## config.mk

```make
export PLATFORM = sky130hd
export DESIGN_NAME = switch_led_ctrl
export DESIGN_NICKNAME = d
export VERILOG_FILES = /design/src/rtl/switch_led_ctrl_pkg.sv /design/src/rtl/switch_debounce.sv /design/src/rtl/switch_led_ctrl.sv
export SDC_FILE = /design/constraint.sdc
export NUM_CORES = 1
export LEC_CHECK = 0
export BUFFER_PORTS_ARGS = -buffer_cell sky130_fd_sc_hd__buf_2
export CAP_MARGIN = 20
export CORE_UTILIZATION = 40
export DETAILED_ROUTE_END_ITERATION = 8
export SYNTH_ARGS = -nofsm -noshare
export SYNTH_HDL_FRONTEND = slang
export SYNTH_HIERARCHICAL = 1
export SYNTH_SLANG_ARGS = --single-unit
```

## constraint.sdc

```tcl
create_clock -name clk -period 3.8 [get_ports clk]
set_input_delay 0.76 -clock clk [delete_from_list [all_inputs] [get_ports clk]]
set_output_delay 0.76 -clock clk [all_outputs]
set_load 0.05 [all_outputs]
```

## src/rtl/switch_led_ctrl_pkg.sv

```systemverilog
// rtl/switch_led_ctrl_pkg.sv - shared LED mode codes and board timing defaults
package switch_led_ctrl_pkg;

    localparam logic [1:0] MODE_DIRECT = 2'd0;
    localparam logic [1:0] MODE_TOGGLE = 2'd1;
    localparam logic [1:0] MODE_BLINK  = 2'd2;
    localparam logic [1:0] MODE_INVERT = 2'd3;

    // 10 ms debounce and 0.25 s blink half-period at a 50 MHz board clock
    localparam int DEF_DB_CYCLES  = 500000;
    localparam int DEF_BLINK_HALF = 12500000;

endpackage

```

## src/rtl/switch_debounce.sv

```systemverilog
// rtl/switch_debounce.sv - one switch channel: synchroniser, debounce counter, rise pulse
module switch_debounce #(
    parameter int DB_CYCLES = 500000
) (
    input  logic clk,
    input  logic rst,
    input  logic sw,
    output logic stable,
    output logic rise
);

    localparam int CW = (DB_CYCLES > 2) ? $clog2(DB_CYCLES) : 1;

    logic          sync0;
    logic          sync1;
    logic          stable_d;
    logic [CW-1:0] cnt;

    always_ff @(posedge clk) begin
        if (rst) begin
            sync0    <= 1'b0;
            sync1    <= 1'b0;
            cnt      <= '0;
            stable   <= 1'b0;
            stable_d <= 1'b0;
            rise     <= 1'b0;
        end else begin
            sync0    <= sw;
            sync1    <= sync0;
            stable_d <= stable;
            rise     <= stable & ~stable_d;
            // any return to the accepted level restarts the hold window
            if (sync1 == stable) begin
                cnt <= '0;
            end else if (cnt == CW'(DB_CYCLES - 1)) begin
                stable <= sync1;
                cnt    <= '0;
            end else begin
                cnt <= cnt + CW'(1);
            end
        end
    end

endmodule

```

## src/rtl/switch_led_ctrl.sv

```systemverilog
// rtl/switch_led_ctrl.sv - debounced switches driving LEDs in direct/toggle/blink/invert modes
module switch_led_ctrl
    import switch_led_ctrl_pkg::*;
#(
    parameter int N          = 16,
    parameter int DB_CYCLES  = DEF_DB_CYCLES,
    parameter int BLINK_HALF = DEF_BLINK_HALF
) (
    input  logic         clk,
    input  logic         rst,
    input  logic [N-1:0] switch,
    input  logic [1:0]   mode,
    output logic [N-1:0] sw_stable,
    output logic [N-1:0] sw_rise,
    output logic [N-1:0] led
);

    localparam int PW = (BLINK_HALF > 2) ? $clog2(BLINK_HALF) : 1;

    logic [N-1:0]  tog;
    logic [PW-1:0] pre;
    logic          blink_ph;

    for (genvar i = 0; i < N; i++) begin : g_ch
        switch_debounce #(
            .DB_CYCLES(DB_CYCLES)
        ) u_db (
            .clk    (clk),
            .rst    (rst),
            .sw     (switch[i]),
            .stable (sw_stable[i]),
            .rise   (sw_rise[i])
        );
    end

    always_ff @(posedge clk) begin
        if (rst) begin
            pre      <= '0;
            blink_ph <= 1'b0;
        end else if (pre == PW'(BLINK_HALF - 1)) begin
            pre      <= '0;
            blink_ph <= ~blink_ph;
        end else begin
            pre <= pre + PW'(1);
        end
    end

    // toggle state runs in every mode so switching into toggle mode shows history
    always_ff @(posedge clk) begin
        if (rst) begin
            tog <= '0;
        end else begin
            tog <= tog ^ sw_rise;
        end
    end

    always_ff @(posedge clk) begin
        if (rst) begin
            led <= '0;
        end else begin
            case (mode)
                MODE_DIRECT: led <= sw_stable;
                MODE_TOGGLE: led <= tog;
                MODE_BLINK:  led <= sw_stable & {N{blink_ph}};
                MODE_INVERT: led <= ~sw_stable;
                default:     led <= sw_stable;
            endcase
        end
    end

endmodule

```

Word-level counts from Yosys, hierarchy flattened. Index checks and enable logic that the tools add are counted.

Add/subtract/negate cells: 17. Eq/ne operators: 36. Multiplexer cells: 1. Bitwise operators: 52. Reductions and logical operators: 34.

Operators with widths (number): 19-bit by 1-bit adder with 19-bit output, second input constant (16); 19-bit equality test, second input constant (16); 16-bit one-hot mux with 4 select lines (1); 3-bit OR reduction (16); 1-bit inverter (33); 2-bit AND reduction (16); 24-bit by 1-bit adder with 24-bit output, second input constant (1); 24-bit equality test, second input constant (1); 1-bit bitwise AND (16); 16-bit bitwise AND (1); 1-bit equality test (16); 16-bit inverter (1); 16-bit bitwise XOR (1); 2-bit equality test, second input constant (2); 2-bit by 1-bit equality test with 1-bit output, second input constant (1); 2-bit logical NOT (1); 2-bit OR reduction (1).

Flip-flop bits (word level): 441. Output and inout bits: 48.

Depth between registers and ports, before layout.
Word-level depth: 3. Depth in mapped cells: 6. Gate-level depth less buffers: 5.

Hierarchy. Netlist, hierarchy kept.

Modules (own cells, without submodules): switch_debounce (instances 16, cells an instance 111, area each 1019.7 sq um); switch_led_ctrl (instances 1, cells an instance 286, area each 2516.2 sq um).

Least setup slack after synthesis. Ideal clock, no wire load.

Path type: register -> register. Start point: register pre[0]. End point: register pre[20]. Arrival time: 1.936 ns. Data required time: 3.730 ns. Setup slack: 1.794 ns. Stages on the path, launching flop included: 6. Path buffers: 0. Cell sequence: dfxtp_1 > ha_1 > nand4_4 > or4_4 > or4_1 > a21oi_1.

Word-level cells in the longest chain between the ends: 2. Elaborated cells on any way between the ends: 3. Classes of those cells: 1 x add/sub; 1 x eq/ne; 1 x reduce/logical.

RTL lines: start, declared (RTL line switch_led_ctrl.sv:21) `logic [PW-1:0] pre;`; start signal, assigned (RTL line switch_led_ctrl.sv:44) `pre <= pre + PW'(1);`; branches (longest 2 deep; another with 24-bit by 1-bit adder with 24-bit output).

Several ways; the timed one is not identified. A chain may end at the register's enable or synchronous reset.

Final worst setup path.
Start point: register g_ch[12].u_db.cnt[0]. End point: register g_ch[12].u_db.cnt[3].

Word-level cells in the longest chain between the ends: 2. Elaborated cells on any way between the ends: 3. Classes of those cells: 1 x add/sub; 1 x eq/ne; 1 x reduce/logical.

RTL lines: start, declared (RTL line switch_debounce.sv:17) `logic [CW-1:0] cnt;`; start signal, assigned (RTL line switch_debounce.sv:39) `cnt <= cnt + CW'(1);`; branches (longest 2 deep; another with 19-bit by 1-bit adder with 19-bit output).

Several ways; the timed one is not identified.

==> results.txt <==
* I/O pin cnt: 68
* Detailed-placement wirelength estimate: 25100 microns
* Max IR drop VDD: 0.000367 V
- Clock tree sinks: ~440
- Core Box Area: 46500 sq um
- The startpoint identified for the worst register-to-register timing path is g_ch[12].u_db/cnt[0].
- R2r endpoint: g_ch[12].u_db/cnt[3]
* Wire length of the first global-routing pass: 63200 microns
- Setup violations remaining at the end of the flow were counted as 0.
- Overflow left after global routing: 0
- Top metal layer carrying routed signals: met4
- At the pin with the least slew margin, the transition time is a little under 0.8 ns.
- Maximum number of pins on one net before global-route repair: 55
- Number of vias per cell: 5.12
- In the final layout, the share of cells above drive strength 1 is 11.6%.
* Number of violations of the max-capacitance limit: 0
* Portion of the post-synthesis area used by sequential elements: 46.9%
- Outcome: complete, no violations
* Crit path setup slack, layout: 1.59 ns
- Number of distinct standard cells referenced by the synthesized netlist: 41
* Post-CTS clock slew at the launch and capture registers of the worst setup and hold paths: ~0.060 ns
- Total met3 wirelength after detailed routing: 1530 microns
* Required time reported for the critical path endpoint: 4.23 ns
* Total of flip-flops plus latches after synthesis: 441
- N_diodes: 0
- The area growth from synthesis to layout is 12.9%.
* DP Cell Count: 2711
- The floorplan step defined a die boundary enclosing between 40000 and 50000 sq um.
- Number of cells upsized or downsized after cts: 0
* Crit Path Max Fanout: 19
* DRT iter0 DRCs: 724
- Via count: 14305
* Maximum root-to-sink buffer count: 3
- The number of buffers and inverters on the critical path is 0.
* CP Capture Point: g_ch[12].u_db/cnt[3]
- Starting Density: 40.5%
- TritonCTS built the clock tree.
- Avg WL per Cell: 13.3 microns
* Maximum single-stage delay on the critical path: 0.65 ns
- Count of cells along the worst register-to-register path: 5
- CP delay by family, top: simple AND/OR/NAND/NOR gates
- Routed metal-1 wire length: 18000 microns
- Final net count: 2191
- Relative slew slack: 47.2%
* Startpoint type of the worst setup path: register
- Dividing total power by cell area gives a power density of 440 nW/um^2.
- Height of the die: 219 microns
- Syn Area/Cell: 9.13 sq um
* F_max: 453 MHz
- Final Hold Violating Endpoints: 0
- For flop-to-flop paths, the worst setup slack is 1.59 ns.
- Count of cell instances traversed by the critical path: 5
- The clock tree synthesis step divided the H-tree into 2 levels.
- Clock tree root buffer cell: sky130_fd_sc_hd__clkbuf_16
* Number of standard cells after synthesis: between 2000 and 2500
* RSZ-0062 raised after global routing: false
* Worst setup path class: reg2reg
* Number of port buffers: 67
- Post-CTS timing repair inserted 0 buffers for setup.
- In the routed design, unresolved DRC markers number 0.
* Worst min-delay path category: reg2reg
- Antenna Violating Nets Remaining: 0
- Setup total negative slack on the finished layout was measured at 0 ns.
* Number of antenna violations at the first check in global routing: 0
- Area of the mapped netlist: 18800 sq um
- Cell row count: 79
- After clock tree synthesis, the flow added hold-fix buffers numbering 0.
- Pins Over Slew Limit: 0
- OpenSTA, run right after detailed placement, puts the worst setup slack at around 1.6 ns.
* Final worst-path cycle share: 58.1%
* Total wirelength of the detailed-routed design: 37200 microns
* Final weighted congestion of routability-driven global placement: 0.800
* Crit path capture type: register
* GR Util All Layers: around 16%
- Among all stages on the critical path, the largest delay is contributed by sky130_fd_sc_hd__o31ai_4.
* Die width: 219 microns
* Metal2 WL: 16900 microns
* Shortest clock period the worst path allows after layout: 2.21 ns
- At the worst endpoint, the arrival time is 2.63 ns.
- Number of detailed-route iterations in the first pass: 5
- Final non-filler cell total: 2794
- After filler insertion, the fill cell instance count of the layout stands at ~4500.
- Leading cell type in the layout, fill and taps excluded: sky130_fd_sc_hd__dfxtp_1
- In this run, CTS created clock tree buffers numbering 48.
- Summed over all cells, the static leakage comes to 0.00639 uW.
- CP startpoint: g_ch[12].u_db/cnt[0]
- Clock latency on the worst-skew pair: roughly 0.57 ns
* Syn. warnings: 6
* Fin Clk Skew: roughly 0.02 ns
* Highest-count cells in the layout ignoring fill and taps: sky130_fd_sc_hd__dfxtp_1 (441), sky130_fd_sc_hd__nor2_1 (336), sky130_fd_sc_hd__xnor2_1 (216)
- The number of nets in the synthesized netlist is 2099.
- Traced cell by cell, the critical path runs through ha_1 -> nand3_2 -> or4_4 -> o31ai_4 -> nor2_1.
* Via count of the first global-routing pass: 13331
-- cells in the mapped netlist --
library cell | count | area, sq um
sky130_fd_sc_hd__nand3_2 | 18 | 180
sky130_fd_sc_hd__xor2_1 | 35 | 307
sky130_fd_sc_hd__nand3_1 | 87 | 435
sky130_fd_sc_hd__nand3b_1 | 16 | 120
sky130_fd_sc_hd__ha_1 | 17 | 213
sky130_fd_sc_hd__nand2_1 | 106 | 398
sky130_fd_sc_hd__or3b_2 | 1 | 8.76
sky130_fd_sc_hd__o41ai_1 | 17 | 149
sky130_fd_sc_hd__buf_6 | 17 | 191
sky130_fd_sc_hd__or3b_1 | 16 | 140
sky130_fd_sc_hd__and4_1 | 1 | 8.76
sky130_fd_sc_hd__nor2_1 | 336 | 1260
sky130_fd_sc_hd__a21oi_1 | 92 | 460
sky130_fd_sc_hd__or2_2 | 1 | 6.26
sky130_fd_sc_hd__clkbuf_1 | 10 | 37.5
sky130_fd_sc_hd__nand2b_1 | 33 | 206
sky130_fd_sc_hd__buf_2 | 1 | 5.00
sky130_fd_sc_hd__nor4_1 | 83 | 519
sky130_fd_sc_hd__dfxtp_1 | 441 | 8830
sky130_fd_sc_hd__nand4_1 | 116 | 726
sky130_fd_sc_hd__o21ai_0 | 7 | 35.0
sky130_fd_sc_hd__or3_1 | 7 | 43.8
sky130_fd_sc_hd__o31ai_1 | 20 | 150
sky130_fd_sc_hd__nor3_1 | 83 | 415
sky130_fd_sc_hd__o21bai_1 | 1 | 7.51
sky130_fd_sc_hd__o31ai_4 | 16 | 340
sky130_fd_sc_hd__o211ai_1 | 5 | 37.5
sky130_fd_sc_hd__or4_4 | 18 | 203
sky130_fd_sc_hd__nor2b_1 | 32 | 200
sky130_fd_sc_hd__mux2i_1 | 27 | 270
sky130_fd_sc_hd__or3_2 | 2 | 15.0
sky130_fd_sc_hd__nor4b_1 | 1 | 8.76
sky130_fd_sc_hd__and3_2 | 16 | 120
sky130_fd_sc_hd__buf_1 | 2 | 7.51
sky130_fd_sc_hd__or2_4 | 16 | 140
sky130_fd_sc_hd__a31o_2 | 16 | 140
sky130_fd_sc_hd__inv_1 | 110 | 413
sky130_fd_sc_hd__nand4_4 | 1 | 21.3
sky130_fd_sc_hd__or4_1 | 20 | 150
sky130_fd_sc_hd__and4_2 | 2 | 20.0
sky130_fd_sc_hd__xnor2_1 | 216 | 1890
-- worst register-to-register path, stage by stage (launching register included) --
cell	delay, ns
sky130_fd_sc_hd__dfxtp_1	0.39
sky130_fd_sc_hd__ha_1	0.25
sky130_fd_sc_hd__nand3_2	0.17
sky130_fd_sc_hd__or4_4	0.48
sky130_fd_sc_hd__o31ai_4	0.65
sky130_fd_sc_hd__nor2_1	0.12
-- cell type report --
cell class	count	area [sq um]	share of cell area, %
sequential	441	8830	41.5
tap	607	759	3.57
timing repair buffer	72	388	1.82
multi-input combinational	1481	9350	44.0
clock buffer	65	1360	6.38
clock inverter	18	171	0.806
inverter	110	413	1.94
-- cells by family after synthesis --
family / count (synthesis) / share of synthesized area, %
and+or+nand+nor: 1012 / 28.4
DFF: 441 / 46.9
xor gates and xnor gates: 251 / 11.7
AOI/OAI and AO/OA: 174 / 7.01
buffers and inverters: 140 / 3.47
muxes: 27 / 1.44
adders and majority gates: 17 / 1.13
-- stage by stage --
step	util (%)	instance area [sq um]	total power (uW)	hold WS, ns
finish	45.8	21300	9360	0.380
CTS	45.8	21300	9520	0.361
floorplan	-	18800	4890	0.368
detailed placement	42.5	19700	4950	0.373
global placement	42.5	19700	4950	0.372
global route	45.8	21300	9720	0.387
-- state kept, by name, summed over array words and instances (netlist names) --
| register | flops |
|---|---|
| tog | 16 |
| g_ch.u_db/sync1 | 16 |
| g_ch.u_db/stable | 16 |
| g_ch.u_db/sync0 | 16 |
| g_ch.u_db/rise | 16 |
| blink_ph | 1 |
| led | 16 |
| pre | 24 |
| g_ch.u_db/cnt | 304 |
| g_ch.u_db/stable_d | 16 |
-- worst min path at each step --
stage,startpoint,end,slack (ns),depth (start not counted)
2_1_floorplan,g_ch[0].u_db/stable_d,g_ch[0].u_db/rise,0.37,1
3_3_place_gp,g_ch[2].u_db/stable_d,g_ch[2].u_db/rise,0.37,1
3_5_place_dp,g_ch[12].u_db/stable_d,g_ch[12].u_db/rise,0.37,1
4_1_cts,switch[10],g_ch[10].u_db/sync0,0.36,2
5_1_grt,g_ch[15].u_db/stable_d,g_ch[15].u_db/rise,0.39,1
6_report,g_ch[15].u_db/stable_d,g_ch[15].u_db/rise,0.38,1
-- per-layer routing --
layer  vias to the layer above  global-route usage, %
li1                       7398                      -
met1                      6681                   20.7
met2                       176                   25.5
met3                        50                   3.01
met4                         0                   5.30
met5                         -                      0
-- power by group --
part           switching [uW]  total [uW]  internal, uW
registers                17.0        4670          4650
clock network            1830        4520          2690
logic                     115         173          57.8
total                    1960        9360          7400
(Power assumes the default switching activity.)
